--- src/rtl/hit_encoder_pkg.sv ---
// Shared constants, hit-code values and FSM states for the whack-a-mole hit encoder.
package hit_encoder_pkg;

    localparam int NUM_MOLES = 5;
    localparam int HIT_W     = 3;

    localparam logic [HIT_W-1:0] HIT_NONE = 3'b000;
    localparam logic [HIT_W-1:0] HIT_M1   = 3'b001;
    localparam logic [HIT_W-1:0] HIT_M2   = 3'b010;
    localparam logic [HIT_W-1:0] HIT_M3   = 3'b011;
    localparam logic [HIT_W-1:0] HIT_M4   = 3'b100;
    localparam logic [HIT_W-1:0] HIT_M5   = 3'b101;

    typedef enum logic [1:0] {
        IDLE    = 2'b00,
        HOLD    = 2'b01,
        RELEASE = 2'b10
    } hit_state_t;

    // Lowest-index press wins; never yields 110 or 111.
    function automatic logic [HIT_W-1:0] encode_lowest(input logic [NUM_MOLES-1:0] presses);
        if (presses[0]) begin
            return HIT_M1;
        end else if (presses[1]) begin
            return HIT_M2;
        end else if (presses[2]) begin
            return HIT_M3;
        end else if (presses[3]) begin
            return HIT_M4;
        end else if (presses[4]) begin
            return HIT_M5;
        end else begin
            return HIT_NONE;
        end
    endfunction

    function automatic logic multi_hot(input logic [NUM_MOLES-1:0] presses);
        return |(presses & (presses - NUM_MOLES'(1)));
    endfunction

endpackage

--- src/rtl/button_debouncer.sv ---
// Two-flop synchronizer plus stability counter for one active-high button level.
module button_debouncer #(
    parameter int DEBOUNCE_CYCLES = 500000
) (
    input  logic clock,
    input  logic reset,
    input  logic raw,
    output logic level
);

    localparam int CW = (DEBOUNCE_CYCLES > 2) ? $clog2(DEBOUNCE_CYCLES) : 1;

    logic          r_sync1;
    logic          r_sync2;
    logic          r_level;
    logic [CW-1:0] r_cnt;

    // Synchronize the asynchronous button into the clock domain.
    always_ff @(posedge clock or negedge reset) begin
        if (!reset) begin
            r_sync1 <= 1'b0;
            r_sync2 <= 1'b0;
        end else begin
            r_sync1 <= raw;
            r_sync2 <= r_sync1;
        end
    end

    // Flip the debounced level only after DEBOUNCE_CYCLES consecutive disagreeing samples.
    always_ff @(posedge clock or negedge reset) begin
        if (!reset) begin
            r_level <= 1'b0;
            r_cnt   <= {CW{1'b0}};
        end else if (r_sync2 == r_level) begin
            r_cnt   <= {CW{1'b0}};
        end else if (r_cnt == CW'(DEBOUNCE_CYCLES - 1)) begin
            r_level <= ~r_level;
            r_cnt   <= {CW{1'b0}};
        end else begin
            r_cnt   <= r_cnt + CW'(1);
        end
    end

    assign level = r_level;

endmodule

--- src/rtl/hit_encoder.sv ---
// Debounces five mole buttons and emits one held 3-bit hit code per fresh press.
// Optional build macro HIT_MULTI_REJECT_EN rejects simultaneous multi-button presses.
module hit_encoder
    import hit_encoder_pkg::*;
#(
    parameter int DEBOUNCE_CYCLES = 500000,
    parameter int HOLD_CYCLES     = 4
) (
    input  logic                 clock,
    input  logic                 reset,
    input  logic                 enable,
    input  logic [NUM_MOLES-1:0] btn_n,
    output logic [HIT_W-1:0]     hit_code,
    output logic                 hit_valid,
    output logic                 busy,
    output logic                 multi_press
);

    localparam int HC_W = (HOLD_CYCLES > 2) ? $clog2(HOLD_CYCLES) : 1;

    logic [NUM_MOLES-1:0] w_level;
    logic [NUM_MOLES-1:0] r_level_prev;
    logic [NUM_MOLES-1:0] w_new_press;
    logic                 w_reject;

    hit_state_t           r_state;
    hit_state_t           w_next_state;
    logic [HC_W-1:0]      r_hold_cnt;
    logic [HC_W-1:0]      w_hold_cnt_next;
    logic [HIT_W-1:0]     r_hit_code;
    logic [HIT_W-1:0]     w_hit_code_next;
    logic                 r_hit_valid;
    logic                 w_hit_valid_next;
    logic                 r_multi;
    logic                 w_multi_next;
    logic                 r_busy;

    for (genvar g = 0; g < NUM_MOLES; g++) begin : g_btn
        button_debouncer #(
            .DEBOUNCE_CYCLES(DEBOUNCE_CYCLES)
        ) u_debounce (
            .clock(clock),
            .reset(reset),
            .raw  (~btn_n[g]),
            .level(w_level[g])
        );
    end

    assign w_new_press = w_level & ~r_level_prev;

`ifdef HIT_MULTI_REJECT_EN
    assign w_reject = multi_hot(w_new_press);
`else
    assign w_reject = 1'b0;
`endif

    // Next-state and next-output logic for the IDLE/HOLD/RELEASE sequencer.
    always_comb begin
        w_next_state     = r_state;
        w_hold_cnt_next  = r_hold_cnt;
        w_hit_code_next  = r_hit_code;
        w_hit_valid_next = 1'b0;
        w_multi_next     = 1'b0;
        case (r_state)
            IDLE: begin
                if (enable && (w_new_press != {NUM_MOLES{1'b0}})) begin
                    if (w_reject) begin
                        w_multi_next    = 1'b1;
                        w_hit_code_next = HIT_NONE;
                        w_next_state    = RELEASE;
                    end else begin
                        w_hit_code_next  = encode_lowest(w_new_press);
                        w_hold_cnt_next  = HC_W'(HOLD_CYCLES - 1);
                        w_hit_valid_next = 1'b1;
                        w_next_state     = HOLD;
                    end
                end else begin
                    w_hit_code_next = HIT_NONE;
                end
            end
            HOLD: begin
                // Losing enable ends the hold early, just like the counter expiring.
                if (!enable || (r_hold_cnt == {HC_W{1'b0}})) begin
                    w_hit_code_next = HIT_NONE;
                    w_next_state    = RELEASE;
                end else begin
                    w_hold_cnt_next = r_hold_cnt - HC_W'(1);
                end
            end
            RELEASE: begin
                w_hit_code_next = HIT_NONE;
                if (w_level == {NUM_MOLES{1'b0}}) begin
                    w_next_state = IDLE;
                end else begin
                    w_next_state = RELEASE;
                end
            end
            default: begin
                w_hit_code_next = HIT_NONE;
                w_hold_cnt_next = {HC_W{1'b0}};
                w_next_state    = IDLE;
            end
        endcase
    end

    // State, edge-detect history and registered outputs.
    always_ff @(posedge clock or negedge reset) begin
        if (!reset) begin
            r_state      <= IDLE;
            r_hold_cnt   <= {HC_W{1'b0}};
            r_hit_code   <= HIT_NONE;
            r_hit_valid  <= 1'b0;
            r_multi      <= 1'b0;
            r_busy       <= 1'b0;
            r_level_prev <= {NUM_MOLES{1'b0}};
        end else begin
            r_state      <= w_next_state;
            r_hold_cnt   <= w_hold_cnt_next;
            r_hit_code   <= w_hit_code_next;
            r_hit_valid  <= w_hit_valid_next;
            r_multi      <= w_multi_next;
            r_busy       <= (w_next_state != IDLE);
            r_level_prev <= w_level;
        end
    end

    assign hit_code    = r_hit_code;
    assign hit_valid   = r_hit_valid;
    assign busy        = r_busy;
    assign multi_press = r_multi;

endmodule

--- config.mk ---
export PLATFORM = sky130hd
export DESIGN_NAME = hit_encoder
export DESIGN_NICKNAME = d
export VERILOG_FILES = /design/src/rtl/hit_encoder_pkg.sv /design/src/rtl/button_debouncer.sv /design/src/rtl/hit_encoder.sv
export SDC_FILE = /design/constraint.sdc
export NUM_CORES = 1
export LEC_CHECK = 0
export CORE_MARGIN = 4
export CORE_UTILIZATION = 56
export CTS_CLUSTER_DIAMETER = 40
export DETAILED_ROUTE_END_ITERATION = 8
export PLACE_DENSITY_LB_ADDON = 0.1
export SLEW_MARGIN = 10
export SYNTH_ARGS = -nofsm -noshare
export SYNTH_HDL_FRONTEND = slang
export SYNTH_SLANG_ARGS = --single-unit
--- constraint.sdc ---
create_clock -name clock -period 1.98 [get_ports clock]
set_clock_uncertainty 0.2 [all_clocks]
set_input_delay 0.594 -clock clock [delete_from_list [all_inputs] [get_ports clock]]
set_output_delay 0.594 -clock clock [all_outputs]
set_load 0.1 [all_outputs]
After elaboration in Yosys (flattened, before gate mapping)
Index checks and enable logic that the tools add are counted.
- reduce and logical (&&, ||, !) cells: 14
- bitwise gates (word level): 18
- muxes and demuxes: 27
- add/sub/neg operators: 6
- eq/ne operators: 15
- operator list (operator ; number):
    2-to-1 mux 19 bit ; 10
    adder 19 x 1 -> 19 bit (second input constant) ; 5
    == test 19 bit (second input constant) ; 5
    2-to-1 mux 3 bit ; 7
    inverter 1 bit ; 16
    one-hot mux 2 bit (3 select lines) ; 2
    2-to-1 mux 2 bit ; 5
    AND reduction 2 bit ; 5
    inequality test 2 bit (second input constant) ; 3
    one-hot mux 3 bit (2 select lines) ; 1
    bitwise AND 5 bit ; 1
    == test 1 bit ; 5
    zero test 5 bit ; 1
    inverter 5 bit ; 1
    nonzero test 5 bit ; 1
    zero test 2 bit ; 2
    AND reduction 3 bit ; 1
    == test 2 x 1 -> 1 bit (second input constant) ; 1
    == test 2 bit (second input constant) ; 1
    2-to-1 mux 1 bit ; 2
    nonzero test 2 bit ; 1
    subtractor 2 x 1 -> 2 bit (second input constant) ; 1
    logical AND 1 bit ; 1
    zero test 1 bit ; 1
    logical OR 1 bit ; 1
- word-level logic and storage cells: 106
- input bits: 8
- output and inout bits: 6
- register bits: 124

Longest topological paths before layout
- depth in word-level cells: 9
- mapped depth: 7
- mapped depth without buffers: 6

By module
Synthesis repeated with hierarchy kept, for this count alone.
- cell total of the unflattened synthesis: 589
- area total of the unflattened synthesis: 6030.8 um2
- by module, submodules not included (module ; sequential area each (um2) ; instances ; area an instance (um2) ; cells each):
    button_debouncer ; 550.5 ; 5 ; 1079.8 ; 105
    hit_encoder ; 350.3 ; 1 ; 631.9 ; 64

Worst setup path before layout
OpenSTA, ideal clock, no wires.
- path kind: register to register
- start point: register g_btn[0].u_debounce.r_cnt[11]
- end point: register g_btn[0].u_debounce.r_level
- library setup time: 0.125 ns
- path slack: -0.216 ns
- stages on the path, launching flop included: 5
- path buffers: 0
- data arrival time: 1.872 ns
- clock period less this slack: 2.196 ns
- data required time: 1.655 ns
- cells stage by stage: dfrtp_1 > or4_1 > or4_4 > nor2_1 > mux2_2
- word-level cells in the longest chain between the ends: 2
- ends and longest elaborated chain (item ; line ; source):
    start, declared ; button_debouncer.sv:16 ; logic [CW-1:0] r_cnt;
    start signal, assigned ; button_debouncer.sv:33 ; r_cnt <= {CW{1'b0}};
    start signal, assigned ; button_debouncer.sv:35 ; r_cnt <= {CW{1'b0}};
    start signal, assigned ; button_debouncer.sv:38 ; r_cnt <= {CW{1'b0}};
    == test 19 bit ; button_debouncer.sv:36 ; end else if (r_cnt == CW'(DEBOUNCE_CYCLES - 1)) begin
    AND reduction 2 bit (no line) ; -- ;
    end signal, assigned ; button_debouncer.sv:37 ; r_level <= ~r_level;
    end, declared ; button_debouncer.sv:15 ; logic r_level;
Every way passes these cells.
A chain may end at the register's enable or synchronous reset.

Worst setup path in the final report
- start point: register g_btn[0].u_debounce.r_cnt[14]
- end point: register g_btn[0].u_debounce.r_level
Same word-level chain as after synthesis.

==> impl_results.md <==
* Status: finished, violations left
* Failing checks: negative setup slack
* Final setup vio count at 19
* Synth-to-Final Area Change at 29.7%
* Routed length per instance at 14.8 microns
* Sw Ratio at 0.204
* Post-synth top cells: dfrtp_1 (124), nor2_1 (83), xnor2_1 (38)
* Placed insts at 784
* Ys Warns at 0
* Yosys cell types at 48
* Hold Path Cell Cnt at 0
* Initial core utilization at 0.584
* Maximum number of pins on one net before global-route repair at 44
* Post-detail-place hpwl at 8130 microns
* Share of the synthesized area in the top cell type at 0.533
* # rows at 36
* Pint at 4890 uW
* Drt pass-1 iters at 5
* Critical path class: reg2reg
* Core ar. at 9950 sq um
* Fillers at 655
* Peak fanout along the critical path at 2
* Post-synth EDFFs at 0
* Unrepaired setup endpoints after global routing: true
* Die span in x at 110 microns
* Pre-CTS setup slack at -0.243 ns
* Ant diodes at 0
* H-tree depth at 4
* Vias per Instance at 5.58
* Nets@finish at 699
* Register area share after synthesis at 0.533
* Gate power share at 0.037
* Detail Route Antenna Nets at 0
* Reg2Reg Depth at 4
* Clock edge transition at the registers on the reported setup and hold paths at 0.06 ns
* Most common cell in the netlist: dfrtp_1
* Clk_lat worst skew at 0.51 ns
* Mean area per synthesized cell at 10.1 sq um
* Total power at 6140 uW
* Cells after synthesis at 577
* Worst VDD drop at 0.600 mV
* Mapped Area at 5820 sq um
* Synth top area cells: dfrtp_1 (53%), xnor2_1 (5.7%), nor2_1 (5.4%)
* CTS tree: done
* Vias post-DR at 4633
* Crit path cell chain: or4b_1 > or4_4 > nor2_4 > mux2_4
* Fraction of registers with async set/reset at 1.00
* Post-route DRC at 0
* Max cap viols at 0
* Slowest stage delay, CP at 0.58 ns
* CTS Buffer Depth at 2
* Area leader, netlist: dfrtp_1
* Critical path endpoint category: flop
* Sequential share of power at 0.424
* Final WL at 12300 microns
* Flop and latch count out of synthesis at 124
* Clock network power share at 0.540
* Synth Flop Type: dfrtp_1
* Die area at 12100 sq um
* Final Hold Fails at 0
* CP Data Required Time at 2.18 ns
* Final period utilization at 1.11
* WP data arrival at 2.39 ns
* Global-route usage over all layers at 0.222
* Crit path time final at 2.19 ns
* Power Density at 814 nW/um^2
* IO Count at 14
* Number of buffers created by CTS at 17
* Clock root buffer: clkbuf_8
* Sink Count at 124
* Final WS setup at -0.211 ns
* First-pass GRT wire length at 21100 microns
* Fmax at 0.457 GHz
* Relative slew slack at 0.554
* Layout cell share with drive strength beyond 1 at 0.235
* Buffers on Ports at 12
* Pleak at 0.00325 uW
* Layout Cells excl Fill at 830
* Grt ovf at 0
* NetSw at 1250 uW
* Crit start category: flop
* Worst slew pin tran at 0.658 ns
* Initial antenna violation count at 0
* GP Congestion at 0.872
* Initial DRC Count at 340
* Vias in the first global route at 4638
* Hold Crit Class: reg2reg
* Slowest stage cell, crit path: or4_4
* Final Hold Slack at 0.149 ns
* Synth Net Count at 591
* Die H at 110 microns
* Slew Limit Fails at 0
## final timing paths
check,from,endpoint,slack (ns)
max in group asynchronous,reset,g_btn[2].u_debounce.r_cnt[8],0.80
min in group asynchronous,reset,g_btn[0].u_debounce.r_cnt[15],0.29
setup reg to reg,g_btn[0].u_debounce.r_cnt[14],g_btn[0].u_debounce.level,-0.21
hold / removal,g_btn[1].u_debounce.r_sync1,g_btn[1].u_debounce.r_sync2,0.15
setup / recovery,g_btn[0].u_debounce.r_cnt[14],g_btn[0].u_debounce.level,-0.21
hold reg to reg,g_btn[1].u_debounce.r_sync1,g_btn[1].u_debounce.r_sync2,0.15
## what timing repair did
action,CTS,global route
setup buffers,0,14
pin swaps,2,9
hold buffers,1,0
endpoints found under the hold margin,39,0
gates resized for setup,4,13
endpoints found under the setup margin,24,35
## layer usage
layer / wire, microns / GRT usage / up-vias
met2: 6350 / 0.386 / 112
li1: - / - / 2255
met1: 5310 / 0.265 / 2242
met4: 169 / 0.0668 / 0
met3: 460 / 0.0664 / 24
met5: 0 / 0 / -
## power by group through the flow
stage          Combinational (uW)  Sequential (uW)  Clock [uW]
2_1_floorplan                86.7             2640           0
3_3_place_gp                  202             2640           0
3_5_place_dp                  209             2640           0
4_1_cts                       212             2600        3370
5_1_grt                       253             2610        3500
6_report                      226             2600        3310
## registers in the layout, summed over array words and instances (netlist names)
name	flops
r_hold_cnt	2
busy	1
hit_code	3
g_btn.u_debounce.level	5
r_state	2
hit_valid	1
g_btn.u_debounce.r_sync2	5
r_level_prev	5
g_btn.u_debounce.r_cnt	95
g_btn.u_debounce.r_sync1	5
## critical path, delay by kind of cell (launching register included)
| kind | cells | cell delay (ns) |
|---|---|---|
| flops | 1 | 0.36 |
| mux | 1 | 0.30 |
| simple gates | 3 | 1.22 |
## placed cells by master, fill, tap and decap left out, types with 3 or more instances in the layout
cell type	Yosys	final
and2_1	7	7
o21ai_0	20	20
nor4b_1	6	5
a21oi_1	26	25
nand4_1	32	32
xnor2_1	38	38
nand3_2	2	3
or4_1	13	10
nand3_1	23	22
nor2_1	83	81
nor2b_1	3	3
clkbuf_8	0	3
and4_1	6	5
nand2b_1	3	3
and3b_1	3	3
clkdlybuf4s50_1	0	6
and3_1	3	3
mux2_2	5	4
nor3_1	8	8
xor2_1	28	28
ha_1	6	4
or4_4	2	5
nand2_1	34	34
nor4_1	15	14
dfrtp_1	124	122
clkbuf_16	0	16
buf_4	1	87
inv_1	23	23
clkinvlp_4	0	3
o21ai_2	1	3
or2_2	6	6
buf_12	0	9
o31ai_1	9	9
bufinv_16	0	5
or3_1	14	13
## cells by family after synthesis
| logic type | synth area share |
|---|---|
| simple gates | 0.248 |
| flops | 0.533 |
| compound gates | 0.0697 |
| xor+xnor | 0.0994 |
| buf+inv | 0.0265 |
| fa+ha+maj | 0.0129 |
| mux | 0.00968 |
| other cells | 0.000645 |
## final cells by class
cell class	count	area (sq um)	share of cell area
clock buffer	20	445	0.0590
tap	133	166	0.0221
sequential	124	3110	0.412
multi-input combinational	416	2650	0.351
inverter	23	86.3	0.0114
clock inverter	11	191	0.0254
timing repair buffer	103	903	0.120
## stage by stage
stage / setup TNS (ns) / cell area (sq um) / util
final: -3.49 / 7540 / 0.758
after global routing: -4.44 / 7540 / 0.758
after CTS: -3.08 / 7380 / 0.742
after detailed placement: -3.47 / 6720 / 0.675
after global placement: -2.81 / 6720 / 0.675
after floorplan: -2.57 / 5840 / -
Note: power is estimated with default switching activity, not from simulation.
